[src/rtl/imem_boot_loader_pkg.sv]
// rtl/imem_boot_loader_pkg.sv - shared types and constants for the instruction-memory boot loader
package imem_boot_loader_pkg;

    typedef enum logic [2:0] {
        ST_IDLE,
        ST_HDR,
        ST_DATA,
        ST_WRITE,
        ST_DONE,
        ST_ERR
    } state_t;

    localparam int BYTES_PER_WORD = 4;
    localparam int WORD_SHIFT     = 2;
    localparam int DEF_MEM_DEPTH  = 256;
    localparam int CNT_W          = $clog2(DEF_MEM_DEPTH + 1);

endpackage

[src/rtl/imem_boot_loader_packer.sv]
// rtl/imem_boot_loader_packer.sv - little-endian byte-to-word packer shared by header and data phases
module le_byte_packer
    import imem_boot_loader_pkg::*;
(
    input  logic        clk,
    input  logic        rst_n,
    input  logic        clear,
    input  logic        in_valid,
    input  logic [7:0]  in_data,
    output logic [31:0] word,
    output logic        word_valid
);

    localparam int IDX_W = $clog2(BYTES_PER_WORD);

    logic [IDX_W-1:0] byte_idx;
    logic [31:0]      shreg;

    // The incoming byte is merged combinationally so the full word is visible on the 4th transfer.
    always_comb begin
        word = shreg;
        if (in_valid) begin
            word[{byte_idx, 3'b000} +: 8] = in_data;
        end
    end

    assign word_valid = in_valid && (byte_idx == IDX_W'(BYTES_PER_WORD - 1));

    always_ff @(posedge clk) begin
        if (!rst_n || clear) begin
            byte_idx <= '0;
            shreg    <= '0;
        end else if (in_valid) begin
            byte_idx <= byte_idx + 1'b1;
            shreg    <= word;
        end
    end

endmodule

[src/rtl/imem_boot_loader.sv]
// rtl/imem_boot_loader.sv - loads a length-prefixed byte stream into instruction memory while holding the CPU
module imem_boot_loader
    import imem_boot_loader_pkg::*;
#(
    parameter int DATA      = 32,
    parameter int ADDR      = 32,
    parameter int MEM_DEPTH = DEF_MEM_DEPTH
) (
    input  logic                           clk,
    input  logic                           rst_n,
    input  logic                           load_start,
    input  logic                           s_valid,
    input  logic [7:0]                     s_data,
    output logic                           s_ready,
    input  logic [ADDR-1:0]                cpu_pc,
    output logic [ADDR-1:0]                imem_addr,
    output logic                           imem_we,
    output logic [DATA-1:0]                imem_wd,
    output logic                           cpu_hold,
    output logic                           load_done,
    output logic                           load_err,
    output logic [$clog2(MEM_DEPTH+1)-1:0] words_loaded
);

    localparam int LW = $clog2(MEM_DEPTH + 1);

    state_t          state, state_next;
    logic            xfer;
    logic            pk_clear;
    logic            pk_valid;
    logic [31:0]     pk_word;
    logic [LW-1:0]   word_idx;
    logic [LW-1:0]   count;
    logic [ADDR-1:0] idx_addr;

    assign xfer     = s_valid && s_ready;
    assign idx_addr = ADDR'(word_idx) << WORD_SHIFT;

    le_byte_packer u_packer (
        .clk        (clk),
        .rst_n      (rst_n),
        .clear      (pk_clear),
        .in_valid   (xfer),
        .in_data    (s_data),
        .word       (pk_word),
        .word_valid (pk_valid)
    );

    always_ff @(posedge clk) begin
        if (!rst_n) begin
            state <= ST_IDLE;
        end else begin
            state <= state_next;
        end
    end

    always_comb begin
        state_next = state;
        s_ready    = 1'b0;
        cpu_hold   = 1'b0;
        load_done  = 1'b0;
        imem_we    = 1'b0;
        imem_addr  = cpu_pc;
        pk_clear   = 1'b0;
        unique case (state)
            ST_IDLE: begin
                if (load_start) begin
                    state_next = ST_HDR;
                    pk_clear   = 1'b1;
                end
            end
            ST_HDR: begin
                s_ready   = 1'b1;
                cpu_hold  = 1'b1;
                imem_addr = idx_addr;
                // Compare the whole 32-bit count so stray high bytes cannot alias into range.
                if (pk_valid) begin
                    if (pk_word == 32'd0) begin
                        state_next = ST_DONE;
                    end else if (pk_word > 32'(MEM_DEPTH)) begin
                        state_next = ST_ERR;
                    end else begin
                        state_next = ST_DATA;
                    end
                end
            end
            ST_DATA: begin
                s_ready   = 1'b1;
                cpu_hold  = 1'b1;
                imem_addr = idx_addr;
                if (pk_valid) begin
                    state_next = ST_WRITE;
                end
            end
            ST_WRITE: begin
                cpu_hold   = 1'b1;
                imem_we    = 1'b1;
                imem_addr  = idx_addr;
                state_next = (LW'(word_idx + 1'b1) == count) ? ST_DONE : ST_DATA;
            end
            ST_DONE: begin
                load_done  = 1'b1;
                state_next = ST_IDLE;
            end
            ST_ERR: begin
                cpu_hold  = 1'b1;
                imem_addr = idx_addr;
                if (load_start) begin
                    state_next = ST_HDR;
                    pk_clear   = 1'b1;
                end
            end
            default: state_next = ST_IDLE;
        endcase
    end

    always_ff @(posedge clk) begin
        if (!rst_n) begin
            word_idx     <= '0;
            count        <= '0;
            words_loaded <= '0;
            imem_wd      <= '0;
            load_err     <= 1'b0;
        end else begin
            case (state)
                ST_IDLE, ST_ERR: begin
                    if (load_start) begin
                        word_idx     <= '0;
                        words_loaded <= '0;
                        load_err     <= 1'b0;
                    end
                end
                ST_HDR: begin
                    if (pk_valid) begin
                        count <= pk_word[LW-1:0];
                        if (state_next == ST_ERR) begin
                            load_err <= 1'b1;
                        end
                    end
                end
                ST_DATA: begin
                    if (pk_valid) begin
                        imem_wd <= DATA'(pk_word);
                    end
                end
                ST_WRITE: begin
                    word_idx     <= word_idx + 1'b1;
                    words_loaded <= words_loaded + 1'b1;
                end
                default: ;
            endcase
        end
    end

endmodule
[config.mk]
export PLATFORM = sky130hd
export DESIGN_NAME = imem_boot_loader
export DESIGN_NICKNAME = d
export VERILOG_FILES = /design/src/rtl/imem_boot_loader_pkg.sv /design/src/rtl/imem_boot_loader_packer.sv /design/src/rtl/imem_boot_loader.sv
export SDC_FILE = /design/constraint.sdc
export NUM_CORES = 1
export LEC_CHECK = 0
export ABC_AREA = 1
export ABC_CLOCK_PERIOD_IN_PS = 3900
export CAP_MARGIN = 15
export CORE_ASPECT_RATIO = 2
export CORE_MARGIN = 2
export CORE_UTILIZATION = 45
export DETAILED_ROUTE_END_ITERATION = 10
export PLACE_DENSITY = 0.76
export SETUP_SLACK_MARGIN = 0.3
export SYNTH_ARGS = -nofsm -noshare
export SYNTH_HDL_FRONTEND = slang
export SYNTH_SLANG_ARGS = --single-unit
[constraint.sdc]
create_clock -name clk -period 3.9 [get_ports clk]
set_clock_uncertainty 0.2 [all_clocks]
set_input_delay 0.78 -clock clk [delete_from_list [all_inputs] [get_ports clk]]
set_output_delay 0.78 -clock clk [all_outputs]
set_load 0.02 [all_outputs]
# Word level (Yosys, flattened, before mapping)
# Index checks and enable logic that the tools add are counted.
# totals
inputBits,44
word_cells,64
regBits,97
# op_classes
n_reduce_logical,15
n_lt_le_gt_ge,1
mux,23
add_sub_neg,4
n_eq_ne,11
n_shift,2
# ops
cell,count
$mux W32,2
$pmux W9 S2,2
$bwmux W32,1
$gt A32 B9 Y1 const B,1
$logic_not A32 Y1,1
$shift A8 B7 Y32 const A,1
$shiftx A8 B7 Y32,1
$add A9 B1 Y9 const B,2
$mux W3,6
$pmux W3 S4,1
$eq A3 B3 Y1 const B,3
$eq A9 B9 Y1,1
$mux W1,9
$mux W9,1
$neg A5 Y7,1
$eq A3 B2 Y1 const B,2
$reduce_and A2 Y1,3
$ne A2 B2 Y1 const B,2
$reduce_and A4 Y1,1
$reduce_bool A2 Y1,2
$reduce_or A2 Y1,2
$reduce_or A4 Y1,1
$eq A3 B1 Y1 const B,1
$logic_not A3 Y1,1
other kinds (7),8

# Longest topological paths before layout
# logic_depth
ltp_word,14
ltp_mapped,20
mapped_depth_nobuf,18

# By module
# A second synthesis with hierarchy kept.
# hier_totals
cells_unflattened,721
hier_area_um2,4959.8
# by_module_without_submodules
mod,area_each_um2,n_inst,cells_each
imem_boot_loader,3159.3,1,480
le_byte_packer,1800.5,1,241

# Least setup slack after synthesis
# No wires, ideal clock.
# synth_timing
kind,reg-to-reg
start,reg u_packer.byte_idx[0]
end,reg load_err
setup_slack_ns,1.202
n_path_buf,2
setup_time_ns,0.131
path_stages_with_launch,19
period_less_slack_ns,2.698
arrival_time_ns,2.368
path_cell_list,dfxtp_1 -> inv_1 -> clkbuf_1 -> ha_1 -> inv_1 -> nor2_1 -> buf_2 -> nand2_1 -> nor2_1 -> o21ai_0 -> nand2_1 -> nor2_1 -> nand2_1 -> nor2_2 -> nand3_1 -> nand2_1 -> nand2_1 -> nand3_2 -> a21oi_2
# synth_via
elab_chain_cells,12
word_cells_on_any_way,18
cone_classes,add/sub: 1; order compare: 1; eq/ne: 4; shift: 2; mux: 7; reduce/logical: 3
# synth_lines
item,line_no,source
"start, declared",imem_boot_loader_packer.sv:16,logic [IDX_W-1:0] byte_idx;
"start signal, assigned",imem_boot_loader_packer.sv:34,byte_idx <= byte_idx + 1'b1;
$neg A5 Y7,imem_boot_loader_packer.sv:23,"word[{byte_idx, 3'b000} +: 8] = in_data;"
$shiftx A8 B7 Y32 or $shift A8 B7 Y32 (tied branches),imem_boot_loader_packer.sv:23,
$bwmux W32,imem_boot_loader_packer.sv:23,
$mux W32,imem_boot_loader_packer.sv:22,if (in_valid) begin
$gt A32 B9 Y1,imem_boot_loader.sv:80,end else if (pk_word > 32'(MEM_DEPTH)) begin
$mux W3,imem_boot_loader.sv:80,
$mux W3,imem_boot_loader.sv:78,if (pk_word == 32'd0) begin
$mux W3,imem_boot_loader.sv:77,if (pk_valid) begin
$pmux W3 S4,imem_boot_loader.sv:65,unique case (state)
$eq A3 B3 Y1,imem_boot_loader.sv:136,if (state_next == ST_ERR) begin
$ne A2 B2 Y1 (no line),-,
$reduce_and A4 Y1 (no line) *,-,
"end signal, assigned",imem_boot_loader.sv:123,load_err <= 1'b0;
"end signal, assigned",imem_boot_loader.sv:130,load_err <= 1'b0;
"end signal, assigned",imem_boot_loader.sv:137,load_err <= 1'b1;
"end, declared",imem_boot_loader.sv:21,"output logic load_err,"
# Mark *: on every way between the ends. The rest lies on a longest branch, timed or not.
# A chain may end at the register's enable or synchronous reset.

# Final worst setup path
# layout_timing
start,reg state[0]
end,out imem_addr[2]
# layout_via
elab_chain_cells,3
word_cells_on_any_way,6
cone_classes,eq/ne: 4; mux: 1; reduce/logical: 1
# layout_lines
item,line_no,source
"start, declared",imem_boot_loader.sv:27,"state_t state, state_next;"
"start signal, assigned",imem_boot_loader.sv:53,state <= state_next;
"$eq A3 B2 Y1, or another cell as far along",imem_boot_loader.sv:65,
$reduce_or A4 Y1 (no line) *,-,
$mux W32 *,imem_boot_loader.sv:65,
"end, declared",imem_boot_loader.sv:16,"output logic [ADDR-1:0] imem_addr,"
# Marked as above.

==> impl_results.md <==
- Status: complete, no violations
- Leak Pwr: 0.00325 uW
- Most used routing layer: met2
- TNS Setup: 0 ns
- CP Launch Type: register
- Gate count after technology mapping: 816
- CTS root buffer: clkbuf_16
- Vias in the first global route: 4921
- Die Ht: 156 um
- Post-synthesis sequential area ratio: 37.1%
- Place WS: 0.624 ns
- CP endpoint kind: output pin
- Largest net degree at the start of global routing: 39
- Fin area: 6860 sq um
- I/O Pins: 122
- Relative slew slack: 61.4%
- Die X: 80.2 um
- R2r setup slk: 1.00 ns
- Core area: 11400 sq um
- Htree depth: 3
- Pint: 1710 uW
- Syn avg cell area: 6.41 sq um
- Count of state elements after synthesis: 97
- Final hold vios: 0
- Period utilisation layout: 83.3%
- Met2 Track Usage GR: 43.8%
- Post-DP HPWL: 11000 um
- Total track usage: 23.1%
- Synthesized cell area: 5230 sq um
- Worst Setup SP: state[0]$_SDFF_PN0_
- Slew @ Worst Pin: 0.576 ns
- Ys async rst share: 0%
- Yosys warning total: 0
- Routed wire length: 14100 um
- Share of post-route cells with drive strength above 1: 5.37%
- Ys flop type: dfxtp_1
- Final Slew Violations: 0
- Placed Area: 6550 sq um
- Area Growth Syn to Fin: 31.3%
- Commonest cells after routing, fill and taps aside: 236 x nand2_1, 145 x inv_1, 121 x clkdlybuf4s50_1, 110 x nor2_1, 97 x dfxtp_1
- Routability congestion estimate: 0.933
- First-pass GRT wire length: 22600 um
- Critical Path AT: 2.27 ns
- # setup viols final: 0
- Comb pwr share: 16.1%
- DIE AREA: 12500 sq um
- Remaining global-route overflow: 0
- Netlist cell types: 39
- Final WS setup: 0.653 ns
- VDD IR max: 0.233 mV
- CP required: 2.92 ns
- Clock Sinks: 97
- Hold-fix buffers, CTS: 0
- Commonest non-fill, non-tap cell in the layout: nand2_1
- Vias per inst: 4.95
- Post CTS Setup Buffer Count: 0
- Clock group share of total power: 40.4%
- Via count: 5316
- CTS buffer count: 9
- Max cap viols: 0
- Initial antenna violation count: 0
- Sequential share of power: 43.4%
- Top achievable clock speed: 0.308 GHz
- Hold Path Class: reg -> reg
- Met1 Resource Use GR: 21.6%
- Mapped Nets: 867
- Setup CP Type: reg -> out
- Initial Util: 46.0%
- Clock transition at path regs: 0.06 ns
- CTS tree: yes
- Inserted Diodes: 0
- Worst r2r dst: load_err$_SDFFE_PN0P_
- RR Startpoint: u_packer.byte_idx[0]$_SDFFE_PP0N_
- First-pass DRT Iterations: 4
- Rows: 55
- Max FO, Critical Path: 19
- NetSw: 592 uW
- Hold Startpoint: word_idx[8]$_SDFFE_PN0P_
- Hold depth: 2
- Worst R2R Path Depth: 16
- Post-synth EDFFs: 0
- Clock Path Buffers: 2
- GRT met3 Usage: 4.27%
- Sw frac: 25.7%
- Clk_lat worst skew: 0.35 ns
- Hold EP: word_idx[8]$_SDFFE_PN0P_
- Final nets: 977
- Unrepaired setup endpoints after global routing: no
- # DRC: 0
- DR WL/cell: 13.1 um
- Power Dens Cells: 336 nW/um^2
- 1st-iter DRT viols: 241
- IO Port Bufs: 121
- DRT antenna net count: 0
- Min Tclk post-route: 3.25 ns
-- Yosys cell counts (3+ instances only) --
cell / n / share of area (%)
dfxtp_1: 97 / 37
o21a_1: 4 / 0.57
nand2_1: 237 / 17
xor2_1: 3 / 0.50
buf_2: 6 / 0.57
a221oi_1: 3 / 0.50
inv_2: 6 / 0.43
a21oi_1: 31 / 3.0
nand3_4: 3 / 1.0
nor2_1: 110 / 7.9
nand4_1: 17 / 2.0
inv_1: 145 / 10
clkbuf_1: 22 / 1.6
buf_4: 3 / 0.43
mux2_2: 3 / 0.65
o211ai_1: 35 / 5.0
ha_1: 7 / 1.7
nand3_1: 34 / 3.3
a211oi_1: 4 / 0.57
o21ai_0: 19 / 1.8
-- power groups by stage --
stage | combinational [uW] | sequential, uW | clock [uW]
after floorplan | 214 | 1020 | 0
after global placement | 369 | 1020 | 0
after detailed placement | 371 | 1020 | 0
after CTS | 374 | 1000 | 950
after global routing | 406 | 1000 | 982
final | 372 | 1000 | 931
-- through the flow --
stage          total power (uW)  cells  hold WS (ns)  utilization, %
2_1_floorplan              1240    816         0.254               -
4_1_cts                    2330   1073         0.281            60.4
6_report                   2300   1073         0.285            60.5
3_3_place_gp               1390   1057         0.266            57.7
5_1_grt                    2390   1073         0.294            60.5
3_5_place_dp               1390   1057         0.269            57.7
-- state kept, by name, summed over array words and instances (netlist names) --
name               flops
u_packer.byte_idx      2
state                  3
imem_wd               32
words_loaded           9
word_idx               9
load_err               1
count                  9
u_packer.shreg        32
-- repair_timing --
| item | 4_1_cts | 5_1_grt |
|---|---|---|
| resized for setup | 0 | 1 |
| setup endpoints to repair | 0 | 4 |
| endpoints found under the hold margin | 0 | 0 |
-- cell type report --
cell class / instances / area [sq um]
well taps: 142 / 178
clock buffers: 11 / 233
clock inverters: 5 / 80.1
inverters: 152 / 571
multi-input cells: 532 / 2550
fillers: 1081 / 4490
repair buffers: 134 / 1310
flip-flops and latches: 97 / 1940
-- layer usage --
layer	wire [um]	part of all wire, %	up-vias
met2	7550	54	170
met1	4890	35	2355
li1	-	-	2748
met4	846	6.0	0
met5	0	0	-
met3	793	5.6	43
-- worst max-delay path, stage by stage (launching register included) --
cell and delay [ns]:
dfxtp_1 0.40, inv_2 0.09, nor2_1 0.15, inv_1 0.09
nand2_2 0.28, mux2_2 0.37, clkdlybuf4s50_1 0.54
-- cell families (layout without fill, tap and decap cells) --
family / count (synthesis) / in the layout / synth area share, %
xor+xnor: 5 / 5 / 0.838
compound gates: 105 / 105 / 12.9
simple gates: 412 / 412 / 32.7
fa+ha+maj: 7 / 7 / 1.68
flops: 97 / 97 / 37.1
buf+inv: 187 / 302 / 14.1
mux: 3 / 3 / 0.646
-- worst max path at each step --
stage | end | slack, ns
6_report | imem_addr[2] | 0.65
5_1_grt | imem_addr[3] | 0.50
4_1_cts | imem_addr[5] | 0.43
3_5_place_dp | state[2]$_SDFF_PN0_ | 0.62
3_3_place_gp | load_err$_SDFFE_PN0P_ | 0.70
2_1_floorplan | load_err$_SDFFE_PN0P_ | 1.20
Note: power is estimated with default switching activity, not from simulation.
